**src/rtl/breath_led_pkg.sv**
```systemverilog
// Shared definitions for the multi-channel breathing LED driver.
// Mode codes and per-channel ramp state encoding.
package breath_led_pkg;

    localparam logic [1:0] MODE_OFF    = 2'b00;
    localparam logic [1:0] MODE_ON     = 2'b01;
    localparam logic [1:0] MODE_BREATH = 2'b10;
    localparam logic [1:0] MODE_BLINK  = 2'b11;

    typedef enum logic [1:0] {
        ST_RISE    = 2'd0,
        ST_HOLD_HI = 2'd1,
        ST_FALL    = 2'd2,
        ST_HOLD_LO = 2'd3
    } ch_state_t;

    // BREATH and BLINK run the duty ramp; OFF and ON freeze it.
    function automatic logic is_ramping(input logic [1:0] m);
        return (m == MODE_BREATH) || (m == MODE_BLINK);
    endfunction

endpackage

```
**src/rtl/breath_led_ch.sv**
```systemverilog
// One LED channel: duty ramp FSM, mode tracking, registered drive.
// Duty only moves on the shared tick, so it changes at a PWM period boundary.
module breath_led_ch
    import breath_led_pkg::*;
#(
    parameter int PWM_BITS   = 8,
    parameter int HOLD_STEPS = 0,
    parameter int INIT_DUTY  = 0
) (
    input  logic                clk,
    input  logic                rst,
    input  logic [1:0]          i_mode,
    input  logic                i_tick,
    input  logic [PWM_BITS-1:0] i_pwm_cnt,
    output logic                o_pwm,
    output logic                o_cycle_done
);

    localparam int HW = (HOLD_STEPS > 0) ? $clog2(HOLD_STEPS + 1) : 1;
    localparam logic [PWM_BITS-1:0] MAX  = '1;
    localparam logic [PWM_BITS-1:0] INIT = PWM_BITS'(INIT_DUTY);
    localparam logic [HW-1:0] HOLD_LAST =
        HW'((HOLD_STEPS > 0) ? HOLD_STEPS - 1 : 0);

    logic [1:0]          r_mode_q;
    logic [PWM_BITS-1:0] r_duty;
    ch_state_t           r_state;
    logic [HW-1:0]       r_hold_cnt;
    logic                r_pwm;
    logic                r_cycle_done;

    logic w_active;
    logic w_reload;
    logic w_step;

    // Entering a ramping mode restarts the wave; a same-clk tick is dropped.
    assign w_active = is_ramping(i_mode);
    assign w_reload = w_active && !is_ramping(r_mode_q);
    assign w_step   = w_active && i_tick && !w_reload;

    // Remember last mode to detect entry into a ramping mode.
    always_ff @(posedge clk or posedge rst) begin
        if (rst) r_mode_q <= MODE_OFF;
        else     r_mode_q <= i_mode;
    end

    // Duty ramp FSM with optional hold at both ends.
    always_ff @(posedge clk or posedge rst) begin
        if (rst) begin
            r_duty       <= INIT;
            r_state      <= ST_RISE;
            r_hold_cnt   <= '0;
            r_cycle_done <= 1'b0;
        end else begin
            r_cycle_done <= 1'b0;
            if (w_reload) begin
                r_duty     <= INIT;
                r_state    <= ST_RISE;
                r_hold_cnt <= '0;
            end else if (w_step) begin
                unique case (r_state)
                    ST_RISE: begin
                        if (r_duty != MAX) begin
                            r_duty <= r_duty + 1'b1;
                        end else begin
                            r_hold_cnt <= '0;
                            r_state    <= (HOLD_STEPS == 0) ? ST_FALL : ST_HOLD_HI;
                        end
                    end
                    ST_HOLD_HI: begin
                        if (r_hold_cnt == HOLD_LAST) r_state <= ST_FALL;
                        else r_hold_cnt <= r_hold_cnt + 1'b1;
                    end
                    ST_FALL: begin
                        if (r_duty != '0) begin
                            r_duty <= r_duty - 1'b1;
                        end else begin
                            r_hold_cnt <= '0;
                            if (HOLD_STEPS == 0) begin
                                r_state      <= ST_RISE;
                                r_cycle_done <= 1'b1;
                            end else begin
                                r_state <= ST_HOLD_LO;
                            end
                        end
                    end
                    ST_HOLD_LO: begin
                        if (r_hold_cnt == HOLD_LAST) begin
                            r_state      <= ST_RISE;
                            r_cycle_done <= 1'b1;
                        end else begin
                            r_hold_cnt <= r_hold_cnt + 1'b1;
                        end
                    end
                endcase
            end
        end
    end

    // Registered LED drive selected by the live mode.
    always_ff @(posedge clk or posedge rst) begin
        if (rst) begin
            r_pwm <= 1'b0;
        end else begin
            unique case (i_mode)
                MODE_OFF:    r_pwm <= 1'b0;
                MODE_ON:     r_pwm <= 1'b1;
                MODE_BREATH: r_pwm <= (i_pwm_cnt < r_duty);
                MODE_BLINK:  r_pwm <= (r_state == ST_RISE) ||
                                      (r_state == ST_HOLD_HI);
            endcase
        end
    end

    assign o_pwm        = r_pwm;
    assign o_cycle_done = r_cycle_done;

endmodule

```
**src/rtl/breath_led_multi.sv**
```systemverilog
// Multi-channel breathing LED driver with a shared PWM timebase.
// Channel start duties are staggered so a row breathes as a wave.
module breath_led_multi
    import breath_led_pkg::*;
#(
    parameter int CH         = 4,
    parameter int PWM_BITS   = 8,
    parameter int DIV_W      = 16,
    parameter int HOLD_STEPS = 0
) (
    input  logic                clk,
    input  logic                rst,
    input  logic [2*CH-1:0]     mode,
    input  logic [DIV_W-1:0]    step_div,
    output logic [CH-1:0]       pwm,
    output logic [CH-1:0]       cycle_done
);

    logic [PWM_BITS-1:0] r_pwm_cnt;
    logic [DIV_W-1:0]    r_div_cnt;

    logic                w_period_end;
    logic [DIV_W-1:0]    w_div_last;
    logic                w_tick;

    // A divider of 0 behaves as 1; >= lets a lowered divider fire at once.
    assign w_period_end = &r_pwm_cnt;
    assign w_div_last   = (step_div == '0) ? '0 : step_div - 1'b1;
    assign w_tick       = w_period_end && (r_div_cnt >= w_div_last);

    // Free-running PWM counter shared by all channels.
    always_ff @(posedge clk or posedge rst) begin
        if (rst) r_pwm_cnt <= '0;
        else     r_pwm_cnt <= r_pwm_cnt + 1'b1;
    end

    // Count PWM periods between duty steps.
    always_ff @(posedge clk or posedge rst) begin
        if (rst) begin
            r_div_cnt <= '0;
        end else if (w_period_end) begin
            if (w_tick) r_div_cnt <= '0;
            else        r_div_cnt <= r_div_cnt + 1'b1;
        end
    end

    for (genvar g = 0; g < CH; g++) begin : g_ch
        breath_led_ch #(
            .PWM_BITS   (PWM_BITS),
            .HOLD_STEPS (HOLD_STEPS),
            .INIT_DUTY  ((g * (2 ** PWM_BITS) / CH) % (2 ** PWM_BITS))
        ) u_ch (
            .clk          (clk),
            .rst          (rst),
            .i_mode       (mode[2*g +: 2]),
            .i_tick       (w_tick),
            .i_pwm_cnt    (r_pwm_cnt),
            .o_pwm        (pwm[g]),
            .o_cycle_done (cycle_done[g])
        );
    end

endmodule

```
**config.mk**
```make
export PLATFORM = sky130hd
export DESIGN_NAME = breath_led_multi
export DESIGN_NICKNAME = d
export VERILOG_FILES = /design/src/rtl/breath_led_pkg.sv /design/src/rtl/breath_led_ch.sv /design/src/rtl/breath_led_multi.sv
export SDC_FILE = /design/constraint.sdc
export NUM_CORES = 1
export LEC_CHECK = 0
export CORE_MARGIN = 4
export CORE_UTILIZATION = 40
export CTS_BUF_LIST = sky130_fd_sc_hd__clkbuf_2 sky130_fd_sc_hd__clkbuf_4 sky130_fd_sc_hd__clkbuf_8
export CTS_CLUSTER_DIAMETER = 60
export DETAILED_ROUTE_END_ITERATION = 8
export GPL_TIMING_DRIVEN = 0
export SLEW_MARGIN = 40
export SYNTH_ARGS = -nofsm -noshare
export SYNTH_HDL_FRONTEND = slang
export SYNTH_HIERARCHICAL = 1
export SYNTH_SLANG_ARGS = --single-unit
```
**constraint.sdc**
```tcl
create_clock -name clk -period 3.5 [get_ports clk]
set_input_delay 1.05 -clock clk [delete_from_list [all_inputs] [get_ports clk]]
set_output_delay 1.05 -clock clk [all_outputs]
set_load 0.01 [all_outputs]
```
Word-level counts from Yosys, hierarchy flattened
Index checks and enable logic that the tools add are counted.

Flip-flop bits (word level): 84. Bits of input ports: 26. Output and inout bits: 8. Logic and storage cells: 275.

Add/sub/neg operators: 15. Magnitude comparators: 5. Eq/ne operators: 60. Multiplexer cells: 98. Reduce and logical (&&, ||, !) cells: 71.

Operators by type and width (number): two-way mux 8 bit (16); one-hot mux 8 bit (2 select lines) (4); == test 2 bit, second input constant (24); two-way mux 2 bit (24); adder 8 x 1 -> 8 bit, second input constant (5); two-way mux 1 bit (36); less-than comparator 8 bit (4); two-way mux 16 bit (2); inequality test 8 bit, second input constant (4); one-hot mux 2 bit (4 select lines) (4); nonzero test 8 bit (4); subtractor 8 x 1 -> 8 bit, second input constant (4); inequality test 3 x 1 -> 1 bit, second input constant (8); inequality test 3 x 2 -> 1 bit, second input constant (8); inequality test 3 bit, second input constant (8); AND reduction 5 bit (4); adder 16 x 1 -> 16 bit, second input constant (1); == test 2 x 1 -> 1 bit, second input constant (8); >= comparator 16 bit (1); logical NOT 16 bit (1); logical NOT 2 bit (8); one-hot mux 1 bit (4 select lines) (4); AND reduction 4 bit (4); subtractor 16 x 1 -> 16 bit, second input constant (1); 11 further kinds (62).

Logic depth before layout (Yosys ltp)
Depth after elaboration: 8. Gate-level depth with buffers: 20. Mapped depth without buffers: 17.

Hierarchy
The synthesis kept the hierarchy.

Modules (own cells, without submodules): breath_led_multi (times used 1, cells an instance 214, area each 1869.3 um^2, sequential area each 600.6 um^2); breath_led_ch at g_ch[0].u_ch (times used 1, cells an instance 106, area each 1011.0 um^2, sequential area each 300.3 um^2); breath_led_ch at g_ch[2].u_ch (times used 1, cells an instance 106, area each 985.9 um^2, sequential area each 301.5 um^2); breath_led_ch at g_ch[1].u_ch (times used 1, cells an instance 103, area each 980.9 um^2, sequential area each 301.5 um^2); breath_led_ch at g_ch[3].u_ch (times used 1, cells an instance 105, area each 975.9 um^2, sequential area each 302.8 um^2).

Worst setup path before layout
Ideal clock, no wire load.

Path type: in2reg. Start point: in step_div[9]. End point: reg g_ch[1].u_ch.r_duty[7]. Library setup time: 0.127 ns. Arrival: 4.748 ns. Data required time: 3.373 ns. Path slack: -1.375 ns. Stages on the path: 16. Path buffers: 2. Path through: or4_4 or3_4 nor4_4 and3_2 mux2i_1 ha_1 nand4_1 nor3_1 a41oi_1 a31oi_1 buf_2 and2_1 nor3b_2 buf_6 nand4_2 mux2_1.

Longest elaborated chain between the ends: 8. Elaborated cells on any way between the ends: 9.

RTL lines: from (decl) (RTL line breath_led_multi.sv:14) `input logic [DIV_W-1:0] step_div,`; subtractor 16 x 1 -> 16 bit or logical NOT 16 bit (tied branches) (RTL line breath_led_multi.sv:28) `assign w_div_last = (step_div == '0) ? '0 : step_div - 1'b1;`; two-way mux 16 bit (*) (RTL line breath_led_multi.sv:28); >= comparator 16 bit (*) (RTL line breath_led_multi.sv:29) `assign w_tick = w_period_end && (r_div_cnt >= w_div_last);`; logical AND 1 bit (*) (RTL line breath_led_multi.sv:29); via w_tick (RTL line breath_led_multi.sv:24) `logic w_tick;`; logical AND 1 bit (*) (2 in series) (RTL line breath_led_ch.sv:39) `assign w_step = w_active && i_tick && !w_reload;`; nonzero test 2 bit (no source line) (*); AND reduction 4 bit (no source line) (*); to (signal assigned) (RTL line breath_led_ch.sv:64) `r_duty <= r_duty + 1'b1;`; to (signal assigned) (RTL line breath_led_ch.sv:76) `r_duty <= r_duty - 1'b1;`; to (decl) (RTL line breath_led_ch.sv:26) `logic [PWM_BITS-1:0] r_duty;`.

Mark *: on every way through the listed nets, which the timed path passes. The rest lies on a longest branch. A chain may end at the register's enable or synchronous reset.

Worst setup path after layout
Start point: in step_div[8]. End point: reg g_ch[1].u_ch.r_duty[0].

The elaborated chain is that of the path after synthesis.

==> run metrics <==
multi-input logic area 4113 µm²; simple-gate area share of the yosys netlist 20.20%; fill count 1266; CP max stage cell or4_4; largest net degree at the start of global routing 25; Lkg Pwr 3.446 nW; DRC Markers 0; max frequency 0.2227 GHz; ant diodes 0; crit start category input port; Final WS setup -0.9910 ns; synthesis-to-finish area growth 26.88%; Die Y-Extent approximately 130 µm; Initial Util around two fifths; Yosys reg bits a little over 70; H-tree depth 3; Peak VDD IR ~200 µV; all-layer global routing usage 17.56%; Final nets 819; Final Setup Violations 56; Routed WL about 14000 µm; Top FF cell, synth dfrtp_1; routability cong. 0.8702; register area share after synthesis between 30% and 40%; Rows 43; Mapped Cells 634; r2r setup slk 0.63 ns; synthesized area slightly below 6000 µm²; adder-cell share of the synthesized area 16.85%; Ys Warns 6; dpl hpwl around 10000 µm; status finished with violations; CORE AREA 14040 µm²; initial antenna violation count 0; PortBufs 33; Final Skew 0.01031 ns; cell mode on critical path buf_6; CTS max path bufs 2; Worst path top cell family by delay simple AND/OR/NAND/NOR gates; DRT iter0 DRCs roughly 250; Final Critical Period around 4.5 ns; DR vias/cell 5.540; CTS sink cnt between 70 and 80; final core occ 52.62%; Post-CTS Hold Fix Bufs 0; via count 4997; Least-Margin Pin Slew 0.7341 ns; Slew Viols, Final 0; number of synthesized flops with an enable pin 0; Worst Hold End r_div_cnt[0]; post-synthesis xor/xnor area fraction approximately 7.5%; mux contribution to synthesized area about 1.2%; failing checks negative setup slack; first-pass GRT wire length 23990 µm; slowest stage delay, CP 0.53 ns; Pwr Density 246.5 nW/µm²; library cells used by synthesis just over 70; Die W between 100 and 150 µm; Reg area roughly 1800 µm²; reg2reg start r_pwm_cnt[1]; CP max FO 3; DR WL/cell 15.60 µm; Compound-Gate Fraction of Synth Area 18.56%; post-route ant nets 0; max_slew headroom 50.68%; hold-critical path depth 1; Hold Vio Cnt, Final 0; Final period util 128.3%; proportion of layout cells with a drive suffix above 1 about 23%; WP data arrival 4.77 ns; CP Data Required Time 3.78 ns; total negative slack -41.24 ns; CP endpoint kind register; # IOs 34; FFs w/ async S/R, synth 100.0%; Worst Setup Path Type in -> reg; worst-path cell chain buf_6 > or4_4 > or3_4 > nor4_4 > buf_4 > buf_6 > a21oi_2 > ha_1 > nand2b_4 > a2111o_1 > a41oi_2 > a31oi_2 > buf_6 > and2_4 > nor3b_4 > buf_4 > or3b_1 > o21ai_1; CTS clk-pin slew, worst paths 0.08 ns; Max Cap Viol 0; RR Endpoint g_ch[1].u_ch/r_duty[7]; DP Worst Slack -2.211 ns; main combinational cell family by area after synthesis simple AND/OR/NAND/NOR gates; CTS tree yes; total gr overflow 0; vias in the first global route between 5k and 6k; die area 16550 µm²; Pre-Repair DR Iteration Count 5; RSZ-0062 raised after global routing yes; Clock Latency Late Sink 0.35 ns; min-delay worst type reg -> reg; syn avg cell area 9.185 µm²; number of buffers created by CTS 9; Buffers & Inverters on Critical Path 5; Synthesized Nets 736; root buffer cell clkbuf_8; Reg2Reg Depth 11; Hold Startpoint r_div_cnt[0]
==> kinds of logic (layout without fill, tap and decap cells) <==
logic type | Yosys count | count (layout)
compound gates | 150 | 150
simple gates | 217 | 217
xor+xnor | 50 | 50
fa+ha+maj | 76 | 76
flops | 72 | 72
mux | 7 | 7
buf+inv | 62 | 150
==> where the power goes <==
group / total, mW / internal [mW] / switching [mW]
registers: 0.841 / 0.836 / 0.00403
logic: 0.159 / 0.0717 / 0.0876
clock network: 0.821 / 0.501 / 0.320
total: 1.82 / 1.41 / 0.412
==> placed cells by master, fill, tap and decap left out, types with 19 or more instances in the layout <==
| cell type | n |
|---|---|
| clkdlybuf4s50_1 | 23 |
| nor2_1 | 35 |
| buf_4 | 21 |
| a21oi_1 | 24 |
| xnor2_1 | 19 |
| ha_1 | 70 |
| a21o_1 | 22 |
| dfrtp_1 | 68 |
| nand2_1 | 49 |
| inv_1 | 48 |
| xor2_1 | 31 |
| buf_6 | 25 |
==> synthesized netlist by cell type, types with 3 or more instances <==
library cell  count  area share (%)
ha_1             72              15
dfrtp_1          68              29
nand2_1          57             3.7
inv_1            52             3.4
nor2_1           47             3.0
o21ai_0          34             2.9
xor2_1           31             4.7
a21oi_1          27             2.3
a21o_1           22             2.8
nand3_1          22             1.9
xnor2_1          19             2.9
nand4_1          18             1.9
nor3_1           14             1.2
a211o_1           8             1.2
nand2b_1          7            0.75
a211oi_1          6            0.77
a22oi_1           6            0.77
and3_1            6            0.64
mux2i_1           6             1.0
nor2b_1           6            0.64
nor4_1            6            0.64
a22o_2            5            0.86
and3_2            5            0.64
o211ai_1          5            0.64
a41oi_1           4            0.60
buf_6             4            0.77
dfstp_2           4             1.8
fa_1              4             1.4
o22ai_1           4            0.43
or3_1             4            0.43
and2_1            3            0.32
and4_1            3            0.45
clkbuf_1          3            0.19
o211a_1           3            0.52
o31ai_1           3            0.39
or4_4             3            0.58
==> sequential cells by signal (all words and copies together) (netlist names) <==
name                    count
g_ch.u_ch/o_cycle_done      4
g_ch.u_ch/r_state           4
r_div_cnt                  16
g_ch.u_ch/r_duty           32
g_ch.u_ch/o_pwm             4
g_ch.u_ch/r_mode_q          4
r_pwm_cnt                   8
==> through the flow <==
step                cell area (µm²)  power (mW)  hold slack (ns)  instances
detailed placement             6436      0.9925           0.5245        847
global route                   7388       1.894           0.5739        902
CTS                            7172       1.832           0.5340        892
floorplan                      5881      0.9244           0.4777        634
global placement               6436      0.9892           0.5272        847
finish                         7388       1.821           0.5374        902
==> worst max path at each step <==
stage / to / startpoint / depth (start not counted) / slack, ns
final: g_ch[1].u_ch/r_duty[0] / step_div[8] / 18 / -0.99
after global placement: g_ch[1].u_ch/r_duty[7] / step_div[9] / 17 / -2.09
after floorplan: g_ch[1].u_ch/r_duty[7] / step_div[9] / 16 / -1.18
after detailed placement: g_ch[1].u_ch/r_duty[7] / step_div[7] / 17 / -2.21
after global routing: g_ch[1].u_ch/r_duty[3] / step_div[8] / 19 / -1.19
after CTS: g_ch[3].u_ch/r_duty[3] / step_div[8] / 18 / -1.12
==> final cells by class <==
cell class	count	share of cell area (%)
inverters	52	2.642
multi-input cells	500	55.66
clock inverters	5	1.423
well taps	180	3.048
clock buffers	11	1.964
flip-flops and latches	72	24.45
repair buffers	73	9.721
plain buffers	9	1.084
==> routing by layer <==
layer / share of wire (%) / routed length, µm / vias to the layer above / track usage, %
met2: 49 / 6906 / 88 / 30.61
met4: 1.6 / 228 / 0 / 4.880
li1: - / - / 2469 / -
met3: 3.0 / 427 / 17 / 2.823
met1: 46 / 6505 / 2423 / 22.54
met5: 0 / 0 / - / 0
==> timing repair <==
action,in CTS,in global routing
setup endpoints to repair,56,56
buffers inserted,28,12
gates resized for setup,94,39
pin swaps,39,26
gates cloned,2,0
No activity file was read; power rests on OpenSTA's default activity.
